[config.mk]
export PLATFORM = sky130hd
export DESIGN_NAME = icache_line_filler_flat
export DESIGN_NICKNAME = d
export VERILOG_FILES = /design/src/rtl/icache_line_filler_pkg.sv /design/src/rtl/icache_line_filler_if.sv /design/src/rtl/icache_line_filler.sv /design/src/flat_wrapper.sv
export SDC_FILE = /design/constraint.sdc
export NUM_CORES = 1
export LEC_CHECK = 0
export BUFFER_PORTS_ARGS = -buffer_cell sky130_fd_sc_hd__buf_2
export CAP_MARGIN = 20
export CORE_MARGIN = 2
export CORE_UTILIZATION = 52
export DETAILED_ROUTE_END_ITERATION = 16
export PLACE_DENSITY_LB_ADDON = 0.08
export SYNTH_ARGS = -nofsm -noshare
export SYNTH_HDL_FRONTEND = slang
export SYNTH_SLANG_ARGS = --single-unit
[constraint.sdc]
create_clock -name CLK -period 2.5 [get_ports CLK]
set_input_delay 0.25 -clock CLK [delete_from_list [all_inputs] [get_ports CLK]]
set_output_delay 0.25 -clock CLK [all_outputs]
set_load 0.005 [all_outputs]
[src/rtl/icache_line_filler_pkg.sv]
// Shared geometry, FSM state encoding and line-address type for the I-cache fill path.
package icache_pkg;

  localparam int ADDR_WIDTH       = 32;
  localparam int WORDS_PER_LINE   = 4;
  localparam int WORD_OFFSET_SIZE = 2;
  localparam int BYTE_OFFSET_SIZE = 2;
  localparam int LINE_OFFSET_SIZE = WORD_OFFSET_SIZE + BYTE_OFFSET_SIZE;
  localparam int INDEX_SIZE       = 6;
  localparam int TAG_SIZE         = ADDR_WIDTH - INDEX_SIZE - LINE_OFFSET_SIZE;

  typedef enum logic [1:0] {
    IDLE   = 2'd0,
    REQ    = 2'd1,
    WRITE  = 2'd2,
    SETTLE = 2'd3
  } fill_state_t;

  typedef logic [ADDR_WIDTH-LINE_OFFSET_SIZE-1:0] line_base_t;

endpackage

[src/rtl/icache_line_filler_if.sv]
// Instruction-memory read port: one outstanding word request, completed by mem_valid.
interface icache_line_filler_if;
  logic [31:0] mem_addr;
  logic        mem_rden;
  logic        mem_valid;
  logic [31:0] mem_rdata;

  modport master (output mem_addr, output mem_rden, input mem_valid, input mem_rdata);
  modport slave  (input mem_addr, input mem_rden, output mem_valid, output mem_rdata);
endinterface

[src/rtl/icache_line_filler.sv]
// Line fill engine: fetches a 4-word line on miss and strobes it into the I-cache.
// Optional macro ICACHE_CRITICAL_WORD_FIRST_EN starts the fetch at the missing word.
module icache_line_filler
  import icache_pkg::*;
(
  input  logic                   CLK,
  input  logic                   RST_N,
  input  logic [ADDR_WIDTH-1:0]  Address,
  input  logic                   miss,
  input  logic                   hit,
  icache_line_filler_if.master   mem,
  output logic [31:0]            w0,
  output logic [31:0]            w1,
  output logic [31:0]            w2,
  output logic [31:0]            w3,
  output logic                   update,
  output logic                   cacheStall
);

  fill_state_t                 state;
  line_base_t                  line_base;
  logic [WORD_OFFSET_SIZE-1:0] cnt;
  logic [WORD_OFFSET_SIZE-1:0] cnt_inc;
  logic [WORD_OFFSET_SIZE-1:0] first_off;
  logic [WORD_OFFSET_SIZE-1:0] start_off;
  logic [31:0]                 line_buf [WORDS_PER_LINE];
  logic                        unused_addr;

`ifdef ICACHE_CRITICAL_WORD_FIRST_EN
  assign first_off = Address[LINE_OFFSET_SIZE-1:BYTE_OFFSET_SIZE];
`else
  assign first_off = '0;
  assign start_off = '0;
`endif

  assign unused_addr = ^Address[LINE_OFFSET_SIZE-1:0];
  assign cnt_inc     = cnt + 1'b1;

  // The last word is the one whose successor (mod 4) is the first word requested.
  always_ff @(posedge CLK or negedge RST_N) begin
    if (!RST_N) begin
      state        <= IDLE;
      cnt          <= '0;
      line_base    <= '0;
      mem.mem_rden <= 1'b0;
      mem.mem_addr <= '0;
      update       <= 1'b0;
`ifdef ICACHE_CRITICAL_WORD_FIRST_EN
      start_off    <= '0;
`endif
      for (int unsigned i = 0; i < WORDS_PER_LINE; i++) begin
        line_buf[i] <= '0;
      end
    end else begin
      case (state)
        IDLE: begin
          if (miss && !hit) begin
            line_base    <= Address[ADDR_WIDTH-1:LINE_OFFSET_SIZE];
            cnt          <= first_off;
`ifdef ICACHE_CRITICAL_WORD_FIRST_EN
            start_off    <= first_off;
`endif
            mem.mem_rden <= 1'b1;
            mem.mem_addr <= {Address[ADDR_WIDTH-1:LINE_OFFSET_SIZE], first_off,
                             {BYTE_OFFSET_SIZE{1'b0}}};
            state        <= REQ;
          end
        end
        REQ: begin
          if (mem.mem_valid) begin
            line_buf[cnt] <= mem.mem_rdata;
            cnt           <= cnt_inc;
            if (cnt_inc == start_off) begin
              mem.mem_rden <= 1'b0;
              update       <= 1'b1;
              state        <= WRITE;
            end else begin
              mem.mem_addr <= {line_base, cnt_inc, {BYTE_OFFSET_SIZE{1'b0}}};
            end
          end
        end
        WRITE: begin
          update <= 1'b0;
          state  <= SETTLE;
        end
        SETTLE: begin
          state <= IDLE;
        end
        default: state <= IDLE;
      endcase
    end
  end

  always_comb begin
    cacheStall = (state != IDLE) | miss;
  end

  assign w0 = line_buf[0];
  assign w1 = line_buf[1];
  assign w2 = line_buf[2];
  assign w3 = line_buf[3];

endmodule

[src/flat_wrapper.sv]
// flat-port wrapper written by rule: the top's interface ports become plain ports
module icache_line_filler_flat import icache_pkg::*;
  (CLK, RST_N, Address, miss, hit, w0, w1, w2, w3, update, cacheStall, mem_mem_addr, mem_mem_rden, mem_mem_valid, mem_mem_rdata);
  icache_line_filler_if mem_i ();
  input  logic CLK;
  input  logic RST_N;
  input  logic [ADDR_WIDTH-1:0] Address;
  input  logic miss;
  input  logic hit;
  output logic [31:0] w0;
  output logic [31:0] w1;
  output logic [31:0] w2;
  output logic [31:0] w3;
  output logic update;
  output logic cacheStall;
  output wire logic [$bits(mem_i.mem_addr)-1:0] mem_mem_addr;
  output wire logic [$bits(mem_i.mem_rden)-1:0] mem_mem_rden;
  input wire logic [$bits(mem_i.mem_valid)-1:0] mem_mem_valid;
  input wire logic [$bits(mem_i.mem_rdata)-1:0] mem_mem_rdata;
  assign mem_mem_addr = mem_i.mem_addr;
  assign mem_mem_rden = mem_i.mem_rden;
  assign mem_i.mem_valid = mem_mem_valid;
  assign mem_i.mem_rdata = mem_mem_rdata;
  icache_line_filler u_core (.CLK(CLK), .RST_N(RST_N), .Address(Address), .miss(miss), .hit(hit), .mem(mem_i), .w0(w0), .w1(w1), .w2(w2), .w3(w3), .update(update), .cacheStall(cacheStall));
endmodule
# Word level (Yosys, flattened, before mapping)
# Cells that the tools add are included.
# totals
regBits,194
word_cells,58
mem_count,0
mem_bits_rw,0
latchBits,0
romBits,0
# op_classes
n_reduce_logical,15
n_eq_ne,7
bitwise_logic,2
magnitude_cmp,2
add_sub_neg,1
multipliers,0
div_mod_pow,0
muxes,21
shifts,0
# op_table
op,n
$bwmux 128,1
$mux 32,4
$demux 32 s2,1
$pmux 32 s2,1
$mux 2,5
$reduce_and 3->1,3
$pmux 2 s4,1
$reduce_and 4->1,2
$reduce_bool 2->1,3
$mux 1,5
$eq 2x2->1 const B,2
$logic_not 2->1,2
$ne 2x1->1 const B,2
$ne 2x2->1 const B,2
$pmux 1 s2,2
$pmux 2 s2,1
$reduce_and 2->1,2
$ge 3x3->1 const B,1
$lt 3x1->1 const B,1
$not 2->3,1
$add 2x1->2 const B,1
$eq 2x1->1 const B,1
$logic_and 1x1->1,2
$logic_not 1->1,1
$or 1x1->1,1

# Logic depth before layout (Yosys ltp)
# Gate-level depths: netlist of run 1.
# logic_depth
depth_word,6
ltp_mapped,8

# Worst setup path before layout of run 1
# No wires, ideal clock.
# synth_path
kind,flip-flop to flip-flop
start,register u_core.state[1]
end,register u_core.mem.mem_addr[25]
arrival_ns,1.635
setup_time_ns,0.131
t_required_ns,2.369
setup_slack_ns,0.734
path_stages_with_launch,9
path_buffers,2
cell_sequence,dfrtp_1 -> inv_1 -> ha_1 -> mux2_2 -> a21boi_4 -> buf_6 -> buf_8 -> o22ai_4 -> nor3_2
# synth_between
elab_chain_len,3
elab_cells_between_ends,8
# synth_rtl
element,line,rtl
start: declaration,icache_line_filler.sv:20,fill_state_t state;
start signal: assignment,icache_line_filler.sv:42,state <= IDLE;
start signal: assignment,icache_line_filler.sv:66,state <= REQ;
start signal: assignment,icache_line_filler.sv:76,state <= WRITE;
$eq 2x1->1 / $logic_not 2->1 (equally long branches),icache_line_filler.sv:55,case (state)
$ne 2x2->1 (no line) (tied with other cells),--,
$reduce_and 4->1 (no line),--,
end signal: assignment,icache_line_filler.sv:64,"mem.mem_addr <= {Address[ADDR_WIDTH-1:LINE_OFFSET_SIZE], first_off,"
end signal: assignment,icache_line_filler.sv:78,"mem.mem_addr <= {line_base, cnt_inc, {BYTE_OFFSET_SIZE{1'b0}}};"
end: declaration,icache_line_filler_if.sv:8,"modport master (output mem_addr, output mem_rden, input mem_valid, input mem_rdata);"
# Several ways; a longest one is shown, not always the timed one.
# A chain may end at the register's enable or synchronous reset.

# Worst setup path after layout of run 1
# layout_path
start,register u_core.state[0]
end,register u_core.mem.mem_addr[18]
# Same word-level chain as after synthesis.

==> results of run 1 <==
-- worst max-delay path, delay by kind of cell (launching register included) --
family          cells  cell delay (ns)
compound gates      2             1.03
simple gates        1             0.24
fa+ha+maj           1             0.37
flops               1             0.41
buf+inv             1             0.11
-- synthesized netlist by cell type, types with 2 or more instances --
cell / n
dfrtp_1: 192
mux2_2: 154
nor2_1: 28
o22ai_1: 26
nor3_1: 21
nor4b_1: 21
buf_2: 19
ha_1: 9
nand2_1: 7
buf_4: 6
clkbuf_1: 6
nand3_1: 6
o32ai_1: 6
inv_1: 5
a21oi_1: 4
o21ai_0: 4
mux2_1: 3
nand2b_1: 3
nor2b_1: 3
nor3_2: 3
o22ai_4: 2
-- layer usage --
metal	vias to the layer above	global-route usage [%]
met4	0	8.02
met2	167	38.0
met3	24	5.36
li1	2428	-
met5	-	0
met1	2717	29.6
-- final timing paths --
path / from / end / slack, ns / cells past startpoint
setup reg to reg: u_core.state[0] / u_core.mem.mem_addr[18] / 0.26 / 5
hold / removal: Address[27] / u_core.line_base[23] / 0.06 / 2
max in group asynchronous: RST_N / u_core.w1[8] / 1.32 / 3
setup / recovery: u_core.state[0] / u_core.mem.mem_addr[18] / 0.26 / 5
min in group asynchronous: RST_N / u_core.w1[26] / 0.38 / 2
hold reg to reg: u_core.w2[23] / u_core.w2[23] / 0.50 / 1
-- power breakdown --
| part | total [mW] | internal [mW] | switching (mW) |
|---|---|---|---|
| Clock | 2.63 | 1.50 | 1.13 |
| Sequential | 5.51 | 4.67 | 0.841 |
| Combinational | 5.00 | 2.68 | 2.31 |
-- flip-flops by register name, indices dropped and copies added (netlist names), 2 cells and up --
signal and flops:
u_core.line_base 28, u_core.mem.mem_addr 30, u_core.w3 32, u_core.state 2
u_core.w0 32, u_core.w2 32, u_core.cnt 2, u_core.w1 32
-- cell usage in the layout (no fill, tap or decap), types with 2 or more instances in the layout --
cell,count
ha_1,9
nor2b_1,3
nor4b_1,21
mux2_1,3
clkinvlp_4,3
nand2b_1,3
nand2_1,7
a21oi_1,4
nand3_2,4
clkinv_2,4
dfrtp_1,192
buf_2,224
o21ai_0,4
nor3_2,3
conb_1,2
nor3_1,21
o22ai_1,26
clkbuf_1,4
clkbuf_16,17
bufinv_16,2
o22ai_4,2
o32ai_1,6
inv_1,5
buf_4,12
buf_12,5
nand3_1,2
mux2_2,154
nor2_1,28
-- layout make-up --
type | instances | area share [%]
Clock buffer | 22 | 4.63
Clock inverter | 10 | 1.14
Inverter | 6 | 0.230
Multi-Input combinational cell | 315 | 29.0
Sequential cell | 192 | 49.0
Tap cell | 184 | 2.35
Timing Repair Buffer | 243 | 13.6
-- kinds of logic (layout without fill, tap and decap cells) --
kind of cell / after synthesis / count (layout) / synth area share (%)
AO/OA/AOI/OAI: 53 / 53 / 5.19
adder cells (fa/ha/maj): 9 / 9 / 1.44
multiplexers: 157 / 157 / 22.5
buffers and inverters: 40 / 281 / 2.74
flip-flops: 192 / 192 / 61.3
AND/OR/NAND/NOR: 94 / 94 / 6.78
other: 1 / 2 / 0.0478
==> reports/qor.csv, run 1 <==
metric,value,unit
wl,18100,um
maxSlewHeadroom,32.4,%
firstDrtPassIters,4,
fin_tns_setup,0,ns
finalCritPeriodShare,89.8,%
track_usage,22.8,%
cts_hold_buf,1,
core,14600,um^2
worst_setup_path_start_kind,flip-flop,
slowest_stage,a21boi_4,
yosysWarnings,0,
synth_area_per_cell,14.4,um^2
drt_iter0_markers,183,
portBuffers,225,
antenna_found_initial,0,
peakVddDrop,0.540,mV
synth-async-reset-ratio,100,%
die-area,16100,um^2
crit_arrival,2.58,ns
antenna_left,0,
holdWs,0.0579,ns
dpl.hpwl,12200,um
yosysUniqueCellTypes,39,
place_area,9230,um^2
min_path_type,primary input to flip-flop,
initial_core_util,53.6,%
dr_wl_met3,1010,um
cts_buffer_depth,2,
synth.area.top_cells,"dfrtp_1 61%, mux2_2 22%, nor4b_1 2.3%",
syn_inst,546,
hold_viol_final,0,
rsz0062_at_grt,no,
critPathMaxFanout,29,
vias,5336,
multi_input_area,2850,um^2
critPathKind,flip-flop to flip-flop,
topRoutingLayerUsed,met4,
grt_max_degree,77,
cts_setup_buffers,0,
vias_per_cell,5.49,
rows,44,
cts-buffers-inserted,17,
grt_first_pass_wirelength,28900,um
synth-seq-cells,192,
finClkSkew,0.00933,ns
worstSetupEndpointType,flip-flop,
die_x,127,um
synthesis.area,7840,um^2
grt-ovfl-total,0,
gp_congestion,0.799,
setup_viol,0,
finalCriticalPeriod,2.24,ns
fmax,446,MHz
layout.cells.non_filler,972,
die_h,127,um
status,completed,
power,13.1,mW
slew_violations,0,
io_pins,232,
synth_edf_count,0,
post-route-util,66.9,%
yosysTopAreaCellShare,61.3,%
clkLatencyLatePin,0.43,ns
areaGrowthSynthToFinish,25.0,%
clkTransAtPathRegs,0.07,ns
ys_seq_area_share,61.3,%
synth_ff_type,dfrtp_1,
place_ws,0.240,ns
tritoncts,built,
path_cells,inv_1 -> ha_1 -> a21boi_4 -> o22ai_1 -> nor3_1,
cts_resized,0,
drt-met1-wl,7840,um
wire_per_inst,18.6,um
power_per_cell_area,1340,nW/um^2
fin_nets,853,
nFillCells,1095,
synth_top_cell_by_area,dfrtp_1,
drc,0,
slowest_delay,0.86,ns
worst_pin_slew,1.01,ns
antennaDiodeCount,0,
fin_ws,0.256,ns
regArea,4800,um^2
max-cap-violations,0,
cts_root_buffer,clkbuf_16,
final_area,9800,um^2
p_leak,4.70,nW
drive_gt1_share,55.6,%
crit_required,2.84,ns
wl_met2,8940,um
cts.sinks,192,
cts_htree_levels,4,
grt_pass1_vias,5572,
placed_cells,939,
Power figures use the tool's default switching activity.
==> inputs of run 2 (changes only) <==
- ABC_AREA: default -> 1
==> run 2 against run 1 <==
  * Via count grew 16%
  * Clock-buffer cell count shrank 4
  * Clock skew shrank 0.0026 ns
==> reports/qor.csv, run 2 <==
metric,value,unit,change
die_h,127,um,about the same
finalCritPeriodShare,79.9,%,was 89.8%
synth_edf_count,0,,unchanged
firstDrtPassIters,4,,unchanged
ys_top_cells_by_count,"321 x nand2_1, 192 x dfrtp_1, 142 x o21ai_0, 70 x inv_1, 31 x nand4_1",,"was 192 x dfrtp_1, 154 x mux2_2, 28 x nor2_1, 26 x o22ai_1"
portBuffers,225,,unchanged
cts_hold_buf,1,,unchanged
synth-async-reset-ratio,100,%,unchanged
yosysUniqueCellTypes,20,,was 39
vias_per_cell,4.92,,was 5.49
cts_resized,0,,unchanged
track_usage,23.4,%,was 22.8%
antenna_found_initial,1,,was 0
rsz0062_at_grt,no,,unchanged
cts_buffer_depth,2,,unchanged
yosysTopAreaCellShare,61.4,%,was 61.3%
ys_seq_area_share,61.4,%,was 61.3%
synth.area.top_cells,"dfrtp_1 61%, nand2_1 15%, o21ai_0 9.1%",,"was dfrtp_1 61%, mux2_2 22%, nor4b_1 2.3%"
finalCriticalPeriod,2.00,ns,was 2.24 ns
synth_area_per_cell,9.18,um^2,was 14.4 um^2
grt_pass1_vias,5860,,was 5572
gp_congestion,0.791,,was 0.799
core,14600,um^2,unchanged
synthesis.area,7830,um^2,was 7840 um^2
cts_setup_buffers,0,,unchanged
io_pins,232,,unchanged
syn_inst,852,,was 546
wire_per_inst,14.3,um,was 18.6 um
maxSlewHeadroom,64.6,%,was 32.4%
post-route-util,66.3,%,was 66.9%
crit_arrival,2.31,ns,was 2.58 ns
worstSetupEndpointType,flip-flop,,unchanged
finClkSkew,0.00675,ns,was 0.00933 ns
cts_root_buffer,clkbuf_16,,unchanged
tritoncts,built,,unchanged
status,completed,,unchanged
hold_viol_final,0,,unchanged
layout_common_cells,"321 x nand2_1, 224 x buf_2, 192 x dfrtp_1",,"was 224 x buf_2, 192 x dfrtp_1, 154 x mux2_2"
power_per_cell_area,1240,nW/um^2,was 1340 nW/um^2
crit_required,2.81,ns,was 2.84 ns
initial_core_util,53.4,%,was 53.6%
die_x,127,um,about the same
layout.cells.non_filler,1260,,was 972
critPathKind,flip-flop to flip-flop,,unchanged
die-area,16000,um^2,was 16100 um^2
areaGrowthSynthToFinish,24.0,%,was 25.0%
final_area,9710,um^2,was 9800 um^2
min_path_type,primary input to flip-flop,,unchanged
drc,0,,unchanged
worst_pin_slew,0.530,ns,was 1.01 ns
wl,18100,um,about the same
p_leak,5.48,nW,was 4.70 nW
synth_top_cell_by_area,dfrtp_1,,unchanged
synth_ff_type,dfrtp_1,,unchanged
yosysWarnings,0,,unchanged
grt_first_pass_wirelength,30100,um,was 28900 um
dpl.hpwl,12300,um,was 12200 um
setup_viol,0,,unchanged
place_area,9050,um^2,was 9230 um^2
placed_cells,1226,,was 939
layout_commonest_cell,nand2_1,,was buf_2
max-cap-violations,0,,unchanged
synth-seq-cells,192,,unchanged
cts.sinks,192,,unchanged
clkTransAtPathRegs,0.07,ns,about the same
fin_nets,1140,,was 853
grt-ovfl-total,0,,unchanged
rows,44,,unchanged
peakVddDrop,0.581,mV,was 0.540 mV
clkLatencyLatePin,0.43,ns,about the same
slew_violations,0,,unchanged
synth.most_common_cell,nand2_1,,was dfrtp_1
drt_iter0_markers,388,,was 183
drive_gt1_share,26.3,%,was 55.6%
vias,6199,,was 5336
nFillCells,1241,,was 1095
worst_setup_path_start_kind,flip-flop,,unchanged
antenna_left,0,,unchanged
fmax,501,MHz,was 446 MHz
cts-buffers-inserted,17,,unchanged
cts_htree_levels,4,,unchanged
critPathMaxFanout,30,,was 29
fin_tns_setup,0,ns,unchanged
grt_max_degree,63,,was 77
-- run 2: cell count changes in the layout (fill, tap and decap cells not counted), moves of 6 or more --
| cell | delta |
|---|---|
| nand4_1 | +31 |
| nor2_1 | -26 |
| inv_1 | +65 |
| nor3_1 | -21 |
| o32ai_1 | -6 |
| nor4b_1 | -21 |
| mux2_2 | -154 |
| o22ai_1 | -26 |
| nand2_1 | +314 |
| o21ai_0 | +138 |
| o21ai_1 | +16 |
-- run 2: final timing paths --
| path | slack [ns] | start | cells past startpoint | endpoint |
|---|---|---|---|---|
| worst max-delay path | 0.50 | u_core.state[1] | 8 | u_core.mem.mem_addr[28] |
| worst min-delay path | 0.08 | Address[24] | 3 | u_core.line_base[20] |
| max in group asynchronous | 1.44 | RST_N | 3 | u_core.w1[24] |
| min in group asynchronous | 0.35 | RST_N | 2 | u_core.line_base[10] |
| worst min register to register | 0.48 | u_core.mem.mem_addr[13] | 2 | u_core.mem.mem_addr[13] |
| worst max register to register | 0.50 | u_core.state[1] | 8 | u_core.mem.mem_addr[28] |
-- run 2: area by class of cell --
| type | instances | area (um^2) | share of cell area, % |
|---|---|---|---|
| Clock inverter | 14 | 203 | 2.09 |
| Clock buffer | 18 | 439 | 4.52 |
| Sequential cell | 192 | 4800 | 49.5 |
| Antenna cell | 1 | 2.50 | 0.0258 |
| Tap cell | 184 | 230 | 2.37 |
| Timing Repair Buffer | 244 | 1320 | 13.6 |
| Multi-Input combinational cell | 536 | 2440 | 25.2 |
| Inverter | 71 | 267 | 2.75 |
-- run 2: power breakdown --
group          internal [mW]  total [mW]  switching, mW  leakage [nW]
registers               4.41        5.10          0.693          2.45
clock network           1.72        2.93           1.21         0.305
logic                   1.68        3.98           2.30          2.73
-- run 2: through the flow --
stage	power [mW]	hold WS (ns)	setup slack (ns)
3_5_place_dp	9.18	0.246	0.502
3_3_place_gp	9.04	0.247	0.561
4_1_cts	12.1	0.0639	0.493
5_1_grt	13.0	0.0790	0.221
2_1_floorplan	7.46	-0.0456	1.10
6_report	12.0	0.0788	0.502
-- run 2: critical path: stages, from the launching register on --
cell and delay (ns):
dfrtp_1 0.37, inv_1 0.09, ha_1 0.28, inv_2 0.20
nand2_1 0.09, nand2_2 0.23, nand3_4 0.36, nand2_1 0.17
nand2_1 0.08
-- run 2: layer usage --
metal | global-route usage, % | wire [um] | up-vias
met1 | 32.2 | 8010 | 2859
met5 | 0 | 0 | -
met3 | 6.79 | 1380 | 28
li1 | - | - | 3121
met4 | 7.76 | 323 | 0
met2 | 36.3 | 8340 | 191
-- run 2: kinds of logic after synthesis --
family	count (synthesis)	synth area share [%]
AO/OA/AOI/OAI	158	10.1
adder cells (fa/ha/maj)	9	1.44
buffers and inverters	125	7.44
flip-flops	192	61.4
other	1	0.0479
AND/OR/NAND/NOR	367	19.6
